===== config.mk =====
export PLATFORM = sky130hd
export DESIGN_NAME = pwm_ramp_generator
export DESIGN_NICKNAME = d
export VERILOG_FILES = /design/src/rtl/pwm_pkg.sv /design/src/rtl/pwm_core.sv /design/src/rtl/pwm_ramp_generator.sv
export SDC_FILE = /design/constraint.sdc
export NUM_CORES = 1
export LEC_CHECK = 0
export CORE_ASPECT_RATIO = 1.25
export CORE_MARGIN = 1
export CORE_UTILIZATION = 62
export CTS_BUF_LIST = sky130_fd_sc_hd__clkbuf_2 sky130_fd_sc_hd__clkbuf_4 sky130_fd_sc_hd__clkbuf_8
export CTS_CLUSTER_SIZE = 10
export DETAILED_ROUTE_END_ITERATION = 10
export PLACE_DENSITY = 0.92
export SLEW_MARGIN = 40
export SYNTH_ARGS = -nofsm -noshare
export SYNTH_HDL_FRONTEND = slang
export SYNTH_HIERARCHICAL = 1
export SYNTH_SLANG_ARGS = --single-unit

===== constraint.sdc =====
create_clock -name clk -period 3.7 [get_ports clk]
set_clock_uncertainty 0.15 [all_clocks]
set_input_delay 0.37 -clock clk [delete_from_list [all_inputs] [get_ports clk]]
set_output_delay 0.37 -clock clk [all_outputs]
set_load 0.05 [all_outputs]

===== src/rtl/pwm_pkg.sv =====
// ============================================================================
// Module      : pwm_pkg
// Description : Shared state type, default sizing constants and a counter
//               width helper for the PWM ramp generator.
// Revision    : 1.0 - initial release
// ============================================================================
`default_nettype none

package pwm_pkg;

    typedef enum logic [1:0] {
        IDLE      = 2'd0,
        RAMP      = 2'd1,
        DISCHARGE = 2'd2
    } pwm_state_t;

    localparam int PWM_WIDTH_DEF     = 8;
    localparam int PWM_SETTLE_DEF    = 16;
    localparam int PWM_DISCHARGE_DEF = 64;

    // A count of 1 still needs a 1-bit register to stay legal.
    function automatic int cnt_width(input int n);
        return (n > 1) ? $clog2(n) : 1;
    endfunction

endpackage

`default_nettype wire


===== src/rtl/pwm_core.sv =====
// ============================================================================
// Module      : pwm_core
// Description : Free-running PWM period counter with registered duty compare,
//               a force-low override and an end-of-period strobe.
// Revision    : 1.0 - initial release
// ============================================================================
`default_nettype none

module pwm_core
    import pwm_pkg::*;
#(
    parameter int WIDTH = PWM_WIDTH_DEF
) (
    input  logic             clk,
    input  logic             reset_n,
    input  logic             clear,
    input  logic             force_low,
    input  logic [WIDTH-1:0] duty,
    output logic             pwm_out,
    output logic             period_wrap
);

    logic [WIDTH-1:0] pwm_cnt_q;
    logic [WIDTH-1:0] pwm_cnt_d;
    logic             pwm_out_q;
    logic             pwm_out_d;

    always_comb begin
        pwm_cnt_d = clear ? '0 : (pwm_cnt_q + WIDTH'(1));
        pwm_out_d = !force_low && (pwm_cnt_q < duty);
    end

    always_ff @(posedge clk or negedge reset_n) begin
        if (!reset_n) begin
            pwm_cnt_q <= '0;
            pwm_out_q <= 1'b0;
        end else begin
            pwm_cnt_q <= pwm_cnt_d;
            pwm_out_q <= pwm_out_d;
        end
    end

    assign pwm_out     = pwm_out_q;
    assign period_wrap = (pwm_cnt_q == '1);

endmodule

`default_nettype wire


===== src/rtl/pwm_ramp_generator.sv =====
// ============================================================================
// Module      : pwm_ramp_generator
// Description : Staircase PWM duty sweep 0..max, each step held for
//               SETTLE_PERIODS PWM periods, with sweep framing pulses.
//               Define PWM_RAMP_DISCHARGE_EN to build the forced-low
//               DISCHARGE gap between sweeps.
// Revision    : 1.0 - initial release
// ============================================================================
`default_nettype none

module pwm_ramp_generator
    import pwm_pkg::*;
#(
    parameter int WIDTH             = PWM_WIDTH_DEF,
    parameter int SETTLE_PERIODS    = PWM_SETTLE_DEF,
    parameter int DISCHARGE_PERIODS = PWM_DISCHARGE_DEF
) (
    input  logic             clk,
    input  logic             reset_n,
    input  logic             enable,
    output logic             pwm_out,
    output logic [WIDTH-1:0] duty_cycle,
    output logic             sweep_start,
    output logic             sweep_done
);

    localparam int            SW          = cnt_width(SETTLE_PERIODS);
    localparam logic [SW-1:0] SETTLE_LAST = SW'(SETTLE_PERIODS - 1);

    if ((SETTLE_PERIODS < 1) || (DISCHARGE_PERIODS < 1)) begin : g_bad_params
        $error("pwm_ramp_generator: SETTLE_PERIODS and DISCHARGE_PERIODS must be >= 1");
    end

    pwm_state_t       state_q;
    pwm_state_t       state_d;
    logic [WIDTH-1:0] duty_q;
    logic [WIDTH-1:0] duty_d;
    logic [SW-1:0]    settle_q;
    logic [SW-1:0]    settle_d;
    logic             sweep_start_q;
    logic             sweep_start_d;
    logic             sweep_done_q;
    logic             sweep_done_d;

    logic             w_period_wrap;
    logic             w_settle_last;
    logic             w_duty_max;
    logic             w_sweep_end;
    logic             w_cnt_clear;
    logic             w_force_low;

    assign w_settle_last = (settle_q == SETTLE_LAST);
    assign w_duty_max    = (duty_q == '1);
    assign w_sweep_end   = w_period_wrap && w_settle_last && w_duty_max;

    // The counter holds at 0 through IDLE so the first RAMP cycle sees pwm_cnt=0.
    assign w_cnt_clear = (state_q == IDLE) || !enable;
    // Keyed off the next state so the registered output is already low on entry.
    assign w_force_low = (state_d != RAMP);

    pwm_core #(
        .WIDTH (WIDTH)
    ) u_core (
        .clk         (clk),
        .reset_n     (reset_n),
        .clear       (w_cnt_clear),
        .force_low   (w_force_low),
        .duty        (duty_q),
        .pwm_out     (pwm_out),
        .period_wrap (w_period_wrap)
    );

`ifdef PWM_RAMP_DISCHARGE_EN
    localparam int            DW             = cnt_width(DISCHARGE_PERIODS);
    localparam logic [DW-1:0] DISCHARGE_LAST = DW'(DISCHARGE_PERIODS - 1);

    logic [DW-1:0] discharge_q;
    logic [DW-1:0] discharge_d;
    logic          w_discharge_last;

    assign w_discharge_last = (discharge_q == DISCHARGE_LAST);

    always_comb begin
        discharge_d = discharge_q;
        if (state_d == IDLE) begin
            discharge_d = '0;
        end else if ((state_q == DISCHARGE) && w_period_wrap) begin
            discharge_d = w_discharge_last ? '0 : (discharge_q + DW'(1));
        end
    end

    always_ff @(posedge clk or negedge reset_n) begin
        if (!reset_n) begin
            discharge_q <= '0;
        end else begin
            discharge_q <= discharge_d;
        end
    end
`endif

    always_ff @(posedge clk or negedge reset_n) begin
        if (!reset_n) begin
            state_q       <= IDLE;
            duty_q        <= '0;
            settle_q      <= '0;
            sweep_start_q <= 1'b0;
            sweep_done_q  <= 1'b0;
        end else begin
            state_q       <= state_d;
            duty_q        <= duty_d;
            settle_q      <= settle_d;
            sweep_start_q <= sweep_start_d;
            sweep_done_q  <= sweep_done_d;
        end
    end

    always_comb begin
        state_d = state_q;
        if (!enable) begin
            state_d = IDLE;
        end else begin
            case (state_q)
                IDLE: state_d = RAMP;
                RAMP: begin
`ifdef PWM_RAMP_DISCHARGE_EN
                    if (w_sweep_end) begin
                        state_d = DISCHARGE;
                    end
`endif
                end
`ifdef PWM_RAMP_DISCHARGE_EN
                DISCHARGE: begin
                    if (w_period_wrap && w_discharge_last) begin
                        state_d = RAMP;
                    end
                end
`endif
                default: state_d = IDLE;
            endcase
        end
    end

    always_comb begin
        duty_d        = duty_q;
        settle_d      = settle_q;
        sweep_start_d = 1'b0;
        sweep_done_d  = 1'b0;
        if (state_d == IDLE) begin
            duty_d   = '0;
            settle_d = '0;
        end else begin
            case (state_q)
                IDLE: sweep_start_d = 1'b1;
                RAMP: begin
                    if (w_period_wrap) begin
                        if (!w_settle_last) begin
                            settle_d = settle_q + SW'(1);
                        end else begin
                            settle_d = '0;
                            if (w_sweep_end) begin
                                sweep_done_d = 1'b1;
                                duty_d       = '0;
`ifndef PWM_RAMP_DISCHARGE_EN
                                // Without a discharge gap the next sweep starts immediately.
                                sweep_start_d = 1'b1;
`endif
                            end else begin
                                duty_d = duty_q + WIDTH'(1);
                            end
                        end
                    end
                end
`ifdef PWM_RAMP_DISCHARGE_EN
                DISCHARGE: begin
                    duty_d = '0;
                    if (state_d == RAMP) begin
                        sweep_start_d = 1'b1;
                    end
                end
`endif
                default: ;
            endcase
        end
    end

    assign duty_cycle  = duty_q;
    assign sweep_start = sweep_start_q;
    assign sweep_done  = sweep_done_q;

endmodule

`default_nettype wire

---- Word level (Yosys, flattened, before mapping) ----
Index checks and enable logic that the tools add are counted.
W data, S select, Z words.
word-level totals
  word-level logic and storage cells ...... 48
  bits of input ports ..................... 3
  bits in registers ....................... 25
  output and inout bits ................... 11
operators by class
  mux-type cells .......................... 19
  magnitude comparators ................... 1
  equal/unequal tests ..................... 5
  reduce and logical (&&, ||, !) cells .... 13
  $add $sub $neg .......................... 3
operators by type and width
  operator               number
  $mux W8                6
  $add A8 B1 Y8 const B  2
  $eq A8 B8 Y1 const B   2
  $mux W4                4
  $lt A8 B8 Y1           1
  $mux W1                6
  $reduce_bool A2 Y1     3
  $add A4 B1 Y4 const B  1
  $eq A4 B4 Y1 const B   1
  $logic_not A2 Y1       2
  $pmux W2 S2            1
  $logic_and A1 B1 Y1    3
  $reduce_and A3 Y1      1
  $eq A2 B1 Y1 const B   1
  $logic_not A1 Y1       2
  $mux W2                1
  $ne A2 B1 Y1 const B   1
  $pmux W1 S2            1
  $reduce_and A2 Y1      1
  $logic_or A1 B1 Y1     1

---- Longest topological paths before layout ----
Gate-level depths: netlist (run 1).
  depth after elaboration ................. 8
  mapped depth ............................ 8

---- By module ----
Netlist (run 1), hierarchy kept.
modules (own cells, without submodules)
  module              cells an instance  times used  sequential area each (um^2)  area an instance (um^2)
  pwm_ramp_generator  85                 1           400.4                        812.0
  pwm_core            58                 1           225.2                        554.3

---- Worst setup path after synthesis (run 1) ----
OpenSTA, ideal clock, no wires.
  path type ............................... register to register
  from .................................... register duty_q[3] (netlist: duty_cycle[3])
  to ...................................... register u_core.pwm_out_q (netlist: u_core/pwm_out)
  stages on the path, launching flop included .. 6
  setup slack ............................. 1.671 ns
  setup time .............................. 0.122 ns
  path buffers ............................ 0
  required time ........................... 3.428 ns
  arrival time ............................ 1.757 ns
  path through ............................ dfrtp_1 > inv_1 > ha_1 > a211oi_1 > o21ai_0 > a2111oi_1
on the way
  longest elaborated chain between the ends .. 2
RTL lines
  item                        line                       source
  start, declared             pwm_ramp_generator.sv:36   logic [WIDTH-1:0] duty_q;
  start signal, assigned      pwm_ramp_generator.sv:110  duty_q <= duty_d;
  $lt A8 B8 Y1                pwm_core.sv:30             pwm_out_d = !force_low && (pwm_cnt_q < duty);
  $logic_and A1 B1 Y1         pwm_core.sv:30
  named net u_core.pwm_out_d  pwm_core.sv:26             logic pwm_out_d;
  end signal, assigned        pwm_core.sv:39             pwm_out_q <= pwm_out_d;
  end, declared               pwm_core.sv:25             logic pwm_out_q;
The timed path passes the listed nets, and every way through them passes these cells.
A chain may end at the register's enable or synchronous reset.

---- Worst setup path after layout (run 1) ----
  from .................................... register duty_q[2] (netlist: duty_cycle[2])
  to ...................................... output duty_cycle[2]
RTL lines
  item           line                      source
  end, declared  pwm_ramp_generator.sv:22  output logic [WIDTH-1:0] duty_cycle,
No word-level cell between the ends.

==> metrics.txt, run 1 <==
# Max-Cap Violations 0; CTS max path bufs 2; Slew Limit Fails 0; CTS tree built; area of the multi-input gates 683 um^2; Buffers on Ports 13; largest net degree at the start of global routing 26; number of flops mapped to enable cells by yosys 0; number of failing hold endpoints at the final stage 0; Leak 0.000622 uW; dpl hpwl 2060 um; status finished clean; IO Count 14; Cell Area, Synth 0.00137 mm^2; clock group share of total power 0.302; drt pass-1 iters 6; Clock transition at path regs 0.13 ns; dpl cell area 0.00149 mm^2; Die X 44.0 um; core area 0.00203 mm^2; Net Sw Frac 0.232; initial antenna violation count 0; clock latency at the later pin of the worst-skew pair 0.33 ns; period utilisation layout 0.601; worst-margin pin slew 0.562 ns; Yosys cell types 35; via count 1102; Setup Crit Path Kind flip-flop to primary output; Die Footprint 0.00240 mm^2; FF+latch area 626 um^2; total CTS buffers 3; maximum clock frequency 450 MHz; number of synthesized register bits 25; Synth async-reset ratio 1.00; Setup TNS 0 ns; CP Buf/Inv Count 1; metal1 wirelength 1170 um; vias in the first global route 1037; register area share after synthesis 0.458; Synth Flop Type dfrtp_1; Post-Layout Inst Area 0.00153 mm^2; # clock sinks 25; metal2 WL 1500 um; CP endpoint kind primary output; ANT nets after route 0; unrepaired setup endpoints after global routing false; syn_nets 156; first-pass GRT wire length 4570 um; 1st-iter DRT viols 19; worst path cell trace clkdlybuf4s50_1; routed wire length 2810 um; Final nets 171; Psw 101 uW; Slowest Stage Delay on Critical Path 0.86 ns; die height 54.5 um; critical path's top delay family buffers and inverters; Syn. warnings 6; top sig layer met4; Final min period 2.22 ns; final-report setup violation count 0; diode count 0; Int Pwr 334 uW; Worst slew margin 0.625; Pwr Density 283 mW/mm^2; Root Buffer clkbuf_4; Overall Global Routing Usage 0.264; FILL cells 140; Worst Path Arrival 1.70 ns; share of cells above drive strength 1 0.0637; Hold WC Path Type flip-flop to flip-flop; Post-CTS Setup Inserts 0; RD Place Congestion 0.945; commonest non-fill, non-tap cell in the layout dfrtp_1; Worst Path Required 3.18 ns; CP max stage cell clkdlybuf4s50_1; Worst setup SP type flip-flop; Avg Inst Size Synth 9.55 um^2; Max IR drop VDD 0.279 mV; Syn Inst Count 143; # H-tree levels 1; met3 routed WL 94 um; synth-to-layout area growth 12.2%; remaining global-route overflow 0; Comb pwr share 0.054; post-cts gate resize count 0; Vias/cell 6.23; CTS Hold Buffers Added 1; drt wl/cell 15.9 um; Site Rows 18; Seq pwr share 0.644; DRC Markers 0; Initial Utilization 0.674; commonest cells after routing, fill and taps aside dfrtp_1 (25), nand2_1 (14), nor2_1 (13); critical path peak fanout 8
-- final timing paths --
check | startpoint | depth (start not counted) | slack [ns] | to
max in group asynchronous | reset_n | 2 | 2.63 | u_core/pwm_cnt_q[7]$_DFF_PN0_
min in group asynchronous | reset_n | 2 | 0.39 | duty_cycle[6]$_DFFE_PN0P_
worst max register to register | u_core/pwm_cnt_q[0]$_DFF_PN0_ | 7 | 1.68 | duty_cycle[5]$_DFFE_PN0P_
worst min-delay path | u_core/pwm_cnt_q[0]$_DFF_PN0_ | 1 | 0.36 | u_core/pwm_cnt_q[0]$_DFF_PN0_
worst max-delay path | duty_cycle[2]$_DFFE_PN0P_ | 1 | 1.48 | duty_cycle[2]
worst min register to register | u_core/pwm_cnt_q[0]$_DFF_PN0_ | 1 | 0.36 | u_core/pwm_cnt_q[0]$_DFF_PN0_
-- routing by layer --
metal  track usage  up-vias
li1              -      527
met1         0.310      539
met2         0.490       31
met3        0.0297        5
met4         0.106        0
met5             0        -
-- metrics by stage --
| step | hold slack (ns) | setup slack, ns | util | cells | total power [uW] |
|---|---|---|---|---|---|
| 2_1_floorplan | -0.0756 | 1.67 | - | 143 | 296 |
| 3_3_place_gp | 0.330 | 1.80 | 0.739 | 172 | 307 |
| 3_5_place_dp | 0.242 | 1.70 | 0.736 | 172 | 307 |
| 4_1_cts | 0.365 | 1.50 | 0.756 | 177 | 435 |
| 5_1_grt | 0.375 | 1.45 | 0.756 | 177 | 446 |
| 6_report | 0.364 | 1.48 | 0.756 | 177 | 434 |
-- flip-flops by register name, summed over array words and instances, names as in the netlist --
register	count
sweep_done	1
u_core/pwm_out	1
u_core/pwm_cnt_q	8
state_q	2
settle_q	4
sweep_start	1
duty_cycle	8
-- power groups by stage --
stage / sequential [uW] / combinational, uW / clock [uW]
global route: 280 / 26.7 / 139
global placement: 285 / 22.8 / 0
detailed placement: 285 / 22.5 / 0
finish: 280 / 23.2 / 131
floorplan: 287 / 9.24 / 0
CTS: 280 / 23.4 / 132
-- worst reg2reg max path, delay by kind of cell, from the launching register on --
kind / cells / cell delay, ns
adder cells (fa/ha/maj): 1 / 0.25
flip-flops: 1 / 0.43
AND/OR/NAND/NOR: 5 / 0.74
AO/OA/AOI/OAI: 1 / 0.35
-- synthesized netlist by cell type (2+ instances only) --
library cell	n	area [um^2]
clkbuf_1	2	7.51
nand2_1	14	52.6
dfrtp_1	25	626
o21ai_0	6	30.0
nand3_1	10	50.1
ha_1	10	125
nor2_1	13	48.8
xor2_1	5	43.8
nand4_1	4	25.0
nor2b_1	2	12.5
or3_1	5	31.3
a21oi_1	9	45.0
inv_1	9	33.8
and3_1	4	25.0
nor4_1	2	12.5
xnor2_1	4	35.0
-- area by class of cell --
type / count / area share
repair buffers: 14 / 0.0882
flip-flops and latches: 25 / 0.408
well taps: 20 / 0.0163
clock buffers: 4 / 0.0196
multi-input cells: 105 / 0.446
inverters: 9 / 0.0220
-- logic make-up (layout without fill, tap and decap cells) --
group,Yosys count,after routing,share of synthesized area
and+or+nand+nor,62,62,0.236
DFF,25,25,0.458
AOI/OAI and AO/OA,23,23,0.112
buffers and inverters,13,27,0.0421
adders and majority gates,10,10,0.0916
xor gates and xnor gates,9,9,0.0577
other,1,1,0.00274
No activity file was read; power rests on OpenSTA's default activity.
==> inputs of run 2 (changes only) <==
--- a/config.mk
+++ b/config.mk
@@ -7,11 +7,11 @@
 export LEC_CHECK = 0
 export CORE_ASPECT_RATIO = 1.25
 export CORE_MARGIN = 1
-export CORE_UTILIZATION = 62
+export CORE_UTILIZATION = 58
 export CTS_BUF_LIST = sky130_fd_sc_hd__clkbuf_2 sky130_fd_sc_hd__clkbuf_4 sky130_fd_sc_hd__clkbuf_8
 export CTS_CLUSTER_SIZE = 10
 export DETAILED_ROUTE_END_ITERATION = 10
-export PLACE_DENSITY = 0.92
+export PLACE_DENSITY = 0.87
 export SLEW_MARGIN = 40
 export SYNTH_ARGS = -nofsm -noshare
 export SYNTH_HDL_FRONTEND = slang
==> constraint.sdc (replaced) <==
create_clock -name clk -period 2.25 [get_ports clk]
set_clock_uncertainty 0.15 [all_clocks]
set_input_delay 0.225 -clock clk [delete_from_list [all_inputs] [get_ports clk]]
set_output_delay 0.225 -clock clk [all_outputs]
set_load 0.05 [all_outputs]
==> metrics.txt, run 2 (same netlist as run 1, synthesis figures left out) <==
Hold WC Path Type primary input to async pin; number of failing hold endpoints at the final stage 0 (unchanged); Critical R2R Capture duty_cycle[4]$_DFFE_PN0P_; FF-to-FF setup slack 0.08 ns (-1.60 ns); Final nets 174 (+1.8%); initial antenna violation count 0 (unchanged); vias in the first global route 1140 (+9.9%); critical path peak fanout 6 (-2); worst-margin pin slew 0.502 ns (-0.0603 ns); commonest non-fill, non-tap cell in the layout dfrtp_1; FF-to-FF Start u_core/pwm_cnt_q[0]$_DFF_PN0_; Overall Global Routing Usage 0.278 (+0.0138); metal2 WL 1500 um (+0.27%); core area 0.00221 mm^2 (+9.1%); maximum clock frequency 461 MHz; Buffers on Ports 13 (unchanged); Die X 45.4 um (+3.2%); Pwr Density 449 mW/mm^2 (+59%); Final min period 2.17 ns; drt pass-1 iters 4 (-2); # Max-Cap Violations 0 (unchanged); met3 routed WL 152 um (+62%); routed wire length 2940 um (+4.8%); largest net degree at the start of global routing 26 (unchanged); # H-tree levels 1 (unchanged); Post-Layout Inst Area 0.00157 mm^2 (+2.5%); first-pass GRT wire length 5160 um (+13%); Max IR drop VDD 0.407 mV (+46%); Worst setup SP type flip-flop; dpl cell area 0.00154 mm^2 (+3.3%); final-report setup violation count 0 (unchanged); Setup Crit Path Kind flip-flop to flip-flop; die height 56.3 um (+3.3%); # clock sinks 25 (unchanged); Site Rows 19 (+1); CTS max path bufs 2 (unchanged); IO Count 14 (unchanged); total CTS buffers 3 (unchanged); Leak 0.000637 uW (+2.4%); Root Buffer clkbuf_4; Worst slew margin 0.664 (+0.0391); top sig layer met4; CTS tree built; commonest cells after routing, fill and taps aside dfrtp_1 (25), nand2_1 (14), nor2_1 (13), clkdlybuf4s50_1 (13); Power Total 706 uW (+63%); Worst Path Required 2.29 ns (-0.89 ns); drt wl/cell 15.4 um (-2.8%); ANT nets after route 0 (unchanged); Slew Limit Fails 0 (unchanged); Vias/cell 5.99 (-3.8%); CTS Hold Buffers Added 0 (-1); status finished clean; share of cells above drive strength 1 0.0813 (+0.0176); final hold slack 0.110 ns (-0.254 ns); CP endpoint kind flip-flop; period utilisation layout 0.964; remaining global-route overflow 0 (unchanged); dpl hpwl 2200 um (+6.7%); Die Footprint 0.00255 mm^2 (+6.6%); clock latency at the later pin of the worst-skew pair 0.30 ns (-0.03 ns); RD Place Congestion 0.894 (-5.4%); unrepaired setup endpoints after global routing true; via count 1144 (+3.8%); Worst Path Arrival 2.20 ns (+0.50 ns); Post-CTS Setup Inserts 0 (unchanged); diode count 0 (unchanged); final core occ 0.711 (-0.0454); metal1 wirelength 1190 um (+1.6%); Clock transition at path regs 0.12 ns (about the same); 1st-iter DRT viols 46 (+27); Initial Utilization 0.618 (-0.0561); FILL cells 166 (+19%); Worst R2R Path Depth 7 (unchanged); DRC Markers 0 (unchanged); synth-to-layout area growth 15.0%; post-cts gate resize count 0 (unchanged)
## run 2: cell count changes in the layout (fill, tap and decap cells not counted), sizes merged
cell / delta
clkdlybuf4s50: +1
dlygate4sd3: -1
buf: +3
## run 2: area by class of cell
cell class              count  area, um^2  share of cell area
clock buffers               4        30.0              0.0191
inverters                   9        33.8              0.0215
multi-input cells         105         683               0.435
flip-flops and latches     25         626               0.398
well taps                  31        38.8              0.0247
repair buffers             17         160               0.102
## run 2: where the power goes
| group | internal, uW | leakage, uW | total (uW) | switching, uW |
|---|---|---|---|---|
| combinational | 15.8 | 0.000275 | 43.9 | 28.1 |
| clock | 81.2 | 0.0000184 | 202 | 121 |
| sequential | 455 | 0.000344 | 460 | 5.06 |
| total | 552 | 0.000637 | 706 | 154 |
## run 2: how the worst max path moves through the flow
stage,startpoint,to,slack [ns]
2_1_floorplan,duty_cycle[3]$_DFFE_PN0P_,u_core/pwm_out$_DFF_PN0_,0.22
3_3_place_gp,u_core/pwm_cnt_q[0]$_DFF_PN0_,duty_cycle[4]$_DFFE_PN0P_,0.35
3_5_place_dp,u_core/pwm_cnt_q[0]$_DFF_PN0_,duty_cycle[4]$_DFFE_PN0P_,0.14
4_1_cts,u_core/pwm_cnt_q[0]$_DFF_PN0_,duty_cycle[4]$_DFFE_PN0P_,0.11
5_1_grt,u_core/pwm_cnt_q[0]$_DFF_PN0_,duty_cycle[4]$_DFFE_PN0P_,-0.01
6_report,u_core/pwm_cnt_q[0]$_DFF_PN0_,duty_cycle[4]$_DFFE_PN0P_,0.08
## run 2: critical path, cell delays in order (launching register included)
cell	delay (ns)
dfrtp_1	0.43
ha_1	0.26
nand3_1	0.09
nor2_1	0.19
and2_1	0.28
nand2_1	0.16
o41ai_2	0.37
nor2_1	0.11
## run 2: metal layers
metal | up-vias | global-route usage
met5 | - | 0
met4 | 0 | 0.143
met3 | 12 | 0.0418
met2 | 53 | 0.429
met1 | 543 | 0.369
li1 | 536 | -
## run 2: stage by stage
| step | setup slack (ns) | setup TNS [ns] | std cells |
|---|---|---|---|
| after floorplan | 0.221 | 0 | 143 |
| after global placement | 0.350 | 0 | 187 |
| after detailed placement | 0.139 | 0 | 187 |
| after CTS | 0.111 | 0 | 191 |
| after global routing | -0.0146 | -0.0423 | 191 |
| final | 0.0816 | 0 | 191 |
